--- src/rtl/sevenseg_pkg.sv ---
// Shared 7-segment types and the active-low hex glyph table ({g,f,e,d,c,b,a}).
package sevenseg_pkg;

  typedef logic [3:0] nibble_t;
  typedef logic [6:0] seg_t;

  localparam seg_t SEG_BLANK = 7'h7F;

  // Index is the nibble value; a 0 bit lights that segment.
  localparam seg_t SEG_LUT [16] = '{
    7'b1000000, 7'b1111001, 7'b0100100, 7'b0110000,
    7'b0011001, 7'b0010010, 7'b0000010, 7'b1111000,
    7'b0000000, 7'b0010000, 7'b0001000, 7'b0000011,
    7'b1000110, 7'b0100001, 7'b0000110, 7'b0001110
  };

endpackage

--- src/rtl/hex7seg.sv ---
// Combinational hex nibble to active-low 7-segment glyph.
module hex7seg
  import sevenseg_pkg::*;
(
  input  logic [3:0] i_nib,
  output logic [6:0] o_seg
);

  assign o_seg = SEG_LUT[i_nib];

endmodule

--- src/rtl/display_scan_driver.sv ---
// Stability-filtered, multiplexed common-anode hex display driver for the CPU output word.
// Optional leading-zero blanking is enabled by defining BLANK_LEADING_ZEROS_EN.
module display_scan_driver
  import sevenseg_pkg::*;
#(
  parameter int WORD_W     = 10,
  parameter int N_DIGITS   = 3,
  parameter int SCAN_DIV   = 50000,
  parameter int STABLE_CYC = 4
) (
  input  logic                clock,
  input  logic                n_reset,
  input  logic [WORD_W-1:0]   display,
  output logic [6:0]          seg_n,
  output logic [N_DIGITS-1:0] an_n
);

  localparam int SC_W  = (STABLE_CYC > 1) ? $clog2(STABLE_CYC) : 1;
  localparam int DV_W  = (SCAN_DIV > 1)   ? $clog2(SCAN_DIV)   : 1;
  localparam int DG_W  = (N_DIGITS > 1)   ? $clog2(N_DIGITS)   : 1;
  localparam int PAD_W = 4 * N_DIGITS;

  logic [WORD_W-1:0]   r_prev;
  logic [WORD_W-1:0]   r_shown;
  logic [SC_W-1:0]     r_stab_cnt;
  logic [DV_W-1:0]     r_div_cnt;
  logic [DG_W-1:0]     r_digit;

  logic                w_stab_full;
  logic                w_div_wrap;
  logic [PAD_W-1:0]    w_padded;
  nibble_t             w_nib;
  logic [N_DIGITS-1:0] w_an_sel;
  seg_t                w_seg;
  logic                w_blank;

  assign w_stab_full = (r_stab_cnt == SC_W'(STABLE_CYC - 1));
  assign w_div_wrap  = (r_div_cnt == DV_W'(SCAN_DIV - 1));

  // Promotion is independent of a same-edge change: prev already held for the full window.
  always_ff @(posedge clock) begin
    if (!n_reset) begin
      r_prev     <= '0;
      r_shown    <= '0;
      r_stab_cnt <= '0;
    end else begin
      if (display != r_prev) begin
        r_prev     <= display;
        r_stab_cnt <= '0;
      end else if (!w_stab_full) begin
        r_stab_cnt <= r_stab_cnt + SC_W'(1);
      end
      if (w_stab_full && (r_shown != r_prev)) begin
        r_shown <= r_prev;
      end
    end
  end

  always_ff @(posedge clock) begin
    if (!n_reset) begin
      r_div_cnt <= '0;
      r_digit   <= '0;
    end else begin
      if (w_div_wrap) begin
        r_div_cnt <= '0;
        if (r_digit == DG_W'(N_DIGITS - 1)) begin
          r_digit <= '0;
        end else begin
          r_digit <= r_digit + DG_W'(1);
        end
      end else begin
        r_div_cnt <= r_div_cnt + DV_W'(1);
      end
    end
  end

  always_comb begin
    w_padded               = '0;
    w_padded[WORD_W-1:0]   = r_shown;
    w_nib                  = '0;
    w_an_sel               = '1;
    for (int i = 0; i < N_DIGITS; i++) begin
      if (r_digit == DG_W'(i)) begin
        w_nib       = w_padded[4*i +: 4];
        w_an_sel[i] = 1'b0;
      end
    end
  end

`ifdef BLANK_LEADING_ZEROS_EN
  logic [DG_W-1:0] w_msd;

  // Digit 0 is the floor, so an all-zero word still lights a single '0'.
  always_comb begin
    w_msd = '0;
    for (int i = 0; i < N_DIGITS; i++) begin
      if (|w_padded[4*i +: 4]) begin
        w_msd = DG_W'(i);
      end
    end
  end

  assign w_blank = (r_digit > w_msd);
`else
  assign w_blank = 1'b0;
`endif

  hex7seg u_hex7seg (
    .i_nib (w_nib),
    .o_seg (w_seg)
  );

  always_ff @(posedge clock) begin
    if (!n_reset) begin
      an_n  <= '1;
      seg_n <= SEG_BLANK;
    end else if (w_blank) begin
      an_n  <= '1;
      seg_n <= SEG_BLANK;
    end else begin
      an_n  <= w_an_sel;
      seg_n <= w_seg;
    end
  end

endmodule

--- config.mk ---
export PLATFORM = sky130hd
export DESIGN_NAME = display_scan_driver
export DESIGN_NICKNAME = d
export VERILOG_FILES = /design/src/rtl/sevenseg_pkg.sv /design/src/rtl/hex7seg.sv /design/src/rtl/display_scan_driver.sv
export SDC_FILE = /design/constraint.sdc
export NUM_CORES = 1
export LEC_CHECK = 0
export ABC_AREA = 1
export BUFFER_PORTS_ARGS = -buffer_cell sky130_fd_sc_hd__buf_4
export CAP_MARGIN = 20
export CORE_ASPECT_RATIO = 0.7
export CORE_UTILIZATION = 59
export DETAILED_ROUTE_END_ITERATION = 12
export HOLD_SLACK_MARGIN = 0.15
export PLACE_DENSITY = 0.79
export SKIP_LAST_GASP = 1
export SYNTH_ARGS = -nofsm -noshare
export SYNTH_HDL_FRONTEND = slang
export SYNTH_SLANG_ARGS = --single-unit
--- constraint.sdc ---
create_clock -name clock -period 2.2 [get_ports clock]
set_input_delay 0 -clock clock [delete_from_list [all_inputs] [get_ports clock]]
set_output_delay 0 -clock clock [all_outputs]
set_load 0.02 [all_outputs]
Word level (Yosys, flattened, before mapping)
Memories as Yosys holds them, arrays and structs flattened. A register that Yosys moved wholly into a read port is not among the register bits. Index checks and enable logic that the tools add are counted.

Add/subtract/negate cells: 3. Equal/unequal tests: 6. Mux-type cells: 7. Bitwise logic cells: 2. Reductions and logical operators: 5.

Operators by type and width (count): $ne 10x10->1 (2); $add 16x1->16 const B (1); $eq 16x16->1 const B (1); $mux 4 (3); $not 4->5 (1); $add 2x1->2 const B (2); $eq 2x2->1 const B (2); $reduce_or 2->1 (2); $mux 1 (3); $eq 2x1->1 const B (1); $logic_not 2->1 (1); $mux 2 (1); $logic_and 1x1->1 (1); $logic_not 1->1 (1); $not 1->1 (1).

Bits in registers: 43. Memory bits (read-only): 112. Input bits: 12. Output and inout bits: 10. Logic and storage cells: 30. Memories: 1.

Memories: (name not given) (words 16, width 7, read ports 1, clocked after memory_dff 1, write ports 0, RTL line hex7seg.sv:9) `assign o_seg = SEG_LUT[i_nib];`.

Logic depth before layout (Yosys ltp)
Word-level depth: 5. Depth in mapped cells: 12. Gate-level depth less buffers: 12.

Cells and area by module
Synthesis repeated with hierarchy kept, for this count alone.

Cells, all modules: 368. Area total of the unflattened synthesis: 2558.7 sq um.

Modules (own cells, without submodules): display_scan_driver (instances 1, cells an instance 319, area each 2284.7 sq um, sequential area each 1001.0 sq um); hex7seg (instances 1, cells an instance 49, area each 274.0 sq um, sequential area each 0.0 sq um).

Worst setup path before layout
OpenSTA, ideal clock, no wires.

Path kind: register to register. Start: register r_digit[0]. End: register seg_n[3]. Library setup time: 126 ps. Arrival time: 1500 ps. Data required time: 2074 ps. Slack: 574 ps. Stages on the path, launching flop included: 11. Path buffers: 0. Period minus slack after synthesis: 1626 ps. Cells stage by stage: dfxtp_1 inv_1 nand2_1 nor2_1 nor3_2 inv_1 ha_1 nand2_1 nand3_1 nand3_1 nand2_1.

Cells in the longest elaborated chain, start to end: 5. Elaborated cells between the ends (all ways): 7. Those cells by class: eq/ne (2); mux (3); bitwise (1); reduce/logical (1).

Ends and longest elaborated chain: from (decl) (RTL line display_scan_driver.sv:27) `logic [DG_W-1:0] r_digit;`; from (signal assigned) (RTL line display_scan_driver.sv:69) `r_digit <= r_digit + DG_W'(1);`; $logic_not 2->1 (RTL line display_scan_driver.sv:83) `if (r_digit == DG_W'(i)) begin`; $mux 4 (2 in series) (RTL line display_scan_driver.sv:83); $mux 4 * (RTL line display_scan_driver.sv:83); $not 4->5 (implied by the code) * (RTL line hex7seg.sv:9); to (decl) (RTL line display_scan_driver.sv:14) `output logic [6:0] seg_n,`.

Mark *: on every way between the ends. The rest lies on a longest branch, timed or not. A chain may end at the register's enable or synchronous reset.

Worst setup path in the final report
Start: register r_digit[0]. End: register seg_n[5].

The elaborated chain is that of the path after synthesis.

==> flow_metrics.py <==
metrics = {
    "sta": {
        "fin_crit_sh_pct": 85.1,
        "setup_tns_ns": 0,
        "max-slew-margin-rel_pct": 72.1,
        "tightest_slew_ns": 0.417,
        "hold_viol": 0,
        "fmax_ghz": 0.534,
        "setup_viol": 0,
        "slew_violations": 0,
        "rsz0062_at_grt": "false",
        "timing.final.crit_period_ns": 1.87,
        "fin_skew_ns": 0.00618,
    },
    "clocking": {
        "cts_resized": 0,
        "clk_pin_slew_worst_paths_ns": 0.10,
        "cts_tree": "built",
        "clock_latency_ns": 0.31,
        "cts_root_buf": "clkbuf_8",
        "htreeDepth": 2,
        "clockBufferDepth": 2,
        "clock-sinks": 50,
        "post_cts_buffers": 0,
        "cts_buffers": 5,
    },
    "yosys": {
        "synth-xor-area-share_pct": 2.75,
        "synthFlopType": "dfxtp_1",
        "synthCells": 371,
        "synthArstFlopShare_pct": 0,
        "netlist_area_um2": 2550,
        "synth_fa_ha_area_share_pct": 3.92,
        "synth_top_family_by_area": "simple AND/OR/NAND/NOR gates",
        "muxShareOfSynthArea_pct": 0.392,
        "synth_compound_area_share_pct": 8.04,
        "synth-seq-cells": 50,
        "yosysSeqAreaShare_pct": 39.2,
        "syn-num-nets": 391,
        "yosysWarningCount": 0,
        "synth_edf_count": 0,
        "synth-simple-area-share_pct": 34.4,
        "syn_area_per_cell_um2": 6.88,
        "synth.distinct_cells": 31,
    },
    "routing": {
        "wire_per_inst_um": 12.5,
        "dr.pass1.iters": 5,
        "vias_per_cell": 5.28,
        "vias": 2462,
        "totalWireLength_um": 5800,
        "postRouteAntennaNets": 0,
        "drt_iter0_markers": 179,
        "drc_errors": 0,
    },
    "final_layout": {
        "drive_gt1_share_pct": 12.1,
        "finalNetCount": 433,
        "design_area_um2": 3050,
        "antenna_cells": 0,
        "area_growth_pct": 19.5,
        "final.fill_count": 336,
    },
    "placed_design": {
        "io_buffers": 21,
        "dp_hpwl_um": 3930,
        "dpl_cell_area_um2": 2740,
        "place_congestion": 0.868,
    },
    "worst_hold_path": {
        "whs_path_depth": 1,
        "hp-class": "reg -> reg",
    },
    "pwr": {
        "p_leak_nw": 1.36,
        "vdd_drop_max_mv": 0.453,
        "powerDensity_nw_per_um2": 548,
        "power_w": 0.00167,
    },
    "floorplanning": {
        "die_y_um": 57.0,
        "coreArea_um2": 4040,
        "initial_core_util_pct": 63.1,
        "dieArea_um2": 4600,
        "rows": 19,
        "ios": 22,
        "die_w_um": 80.6,
    },
    "critical_path": {
        "reg2reg_depth": 10,
        "crit_arrival_ns": 2.06,
        "cp.required_ns": 2.39,
        "worst-setup-path-type": "reg -> reg",
        "path_max_fanout": 6,
        "critPathLaunchType": "register",
        "endpoint_kind": "register",
    },
    "grt": {
        "grt_max_degree": 33,
        "antenna_found_initial": 0,
        "grt_overflow": 0,
        "grt_pass1_vias": 2234,
        "grt_pass1_wl_um": 10000,
        "grtUsageTotal_pct": 28.6,
    },
    "outcome": {
        "status": "finished, final reports clean",
    },
    "run": {
        "cap_viol_max_count": 0,
    },
}
[worst paths after layout]
kind / startpoint / to / slack, ns
hold / removal: r_div_cnt[0]$_SDFF_PP0_ / r_div_cnt[0]$_SDFF_PP0_ / 0.48
setup / recovery: r_digit[0]$_SDFFE_PN0N_ / seg_n[5]$_SDFF_PN1_ / 0.33
hold reg to reg: r_div_cnt[0]$_SDFF_PP0_ / r_div_cnt[0]$_SDFF_PP0_ / 0.48
setup reg to reg: r_digit[0]$_SDFFE_PN0N_ / seg_n[5]$_SDFF_PN1_ / 0.33
[what timing repair did]
action | in CTS | in global routing
hold buffers | 21 | 0
hold endpoints to repair | 32 | 0
endpoints found under the setup margin | 0 | 0
[synthesized netlist by cell type (3+ instances only)]
library cell / number / area, um2
a21oi_1: 19 / 95.1
buf_2: 4 / 20.0
clkbuf_1: 4 / 15.0
dfxtp_1: 50 / 1000
ha_1: 8 / 100
inv_1: 61 / 229
inv_2: 3 / 11.3
nand2_1: 97 / 364
nand2_2: 3 / 18.8
nand3_1: 36 / 180
nand4_1: 9 / 56.3
nor2_1: 33 / 124
nor3_1: 7 / 35.0
o21ai_0: 7 / 35.0
or2_2: 5 / 31.3
xnor2_1: 3 / 26.3
xor2_1: 5 / 43.8
[cells by family (layout without fill, tap and decap cells)]
logic type,count (synthesis),count (layout)
simple gates,198,198
flops,50,50
fa+ha+maj,8,8
compound gates,33,33
xor+xnor,8,8
buf+inv,73,116
mux,1,1
[sequential cells by signal, summed over array words and instances, names as in the netlist]
signal      count
r_digit         2
r_shown        10
r_div_cnt      16
an_n            3
r_prev         10
seg_n           7
r_stab_cnt      2
[stage by stage]
step                      util, %  setup WS [ns]  instances  hold WS, ns
after floorplan                 -          0.574        371       0.0935
after global placement       67.9          0.485        437        0.193
after detailed placement     67.9          0.377        437        0.200
after CTS                    75.4          0.362        466        0.474
after global routing         75.4          0.137        466        0.522
final                        75.4          0.327        466        0.476
[layout by cell type (no fill, tap or decap), types with 3 or more instances in the layout]
cell type | synthesis | routed
nor2_1 | 33 | 33
inv_1 | 61 | 61
a21oi_1 | 19 | 19
o21ai_0 | 7 | 7
nand3_1 | 36 | 36
inv_2 | 3 | 3
xor2_1 | 5 | 5
dfxtp_1 | 50 | 50
nand2_1 | 97 | 97
nor3_1 | 7 | 7
nand4_1 | 9 | 9
ha_1 | 8 | 8
buf_4 | 0 | 23
clkbuf_8 | 0 | 6
or2_2 | 5 | 5
xnor2_1 | 3 | 3
nand2_2 | 3 | 3
dlygate4sd3_1 | 0 | 21
[layer usage]
layer  part of all wire, %  wire length (um)  track usage (%)  vias up
li1                      -                 -                -     1248
met2                    43              2500             44.3      103
met5                     0                 0                0        -
met3                   8.2               475             7.04       10
met1                    48              2770             40.5     1101
met4                   1.0                59             6.38        0
[power breakdown]
part / internal, W / switching (W) / total [W] / leakage, nW
Clock: 0.000254 / 0.000320 / 0.000574 / 0.0472
Sequential: 0.000926 / 0.0000135 / 0.000939 / 0.409
Combinational: 0.0000753 / 0.0000822 / 0.000157 / 0.904
[critical path, stage by stage, from the launching register on]
cell,delay (ns)
dfxtp_1,0.37
inv_1,0.09
nand2_1,0.13
nor2_1,0.07
nor3_2,0.37
inv_1,0.16
ha_1,0.25
nand2_1,0.11
o21ai_0,0.09
nand2_1,0.06
nand3_1,0.06
[area by class of cell]
type	count	area [um2]	area share, %
multi-input cells	248	1260	41.5
flip-flops and latches	50	1000	32.8
inverters	64	240	7.88
clock inverters	2	12.5	0.411
repair buffers	44	383	12.6
clock buffers	6	82.6	2.71
well taps	52	65.1	2.13
Note: power is estimated with default switching activity, not from simulation.
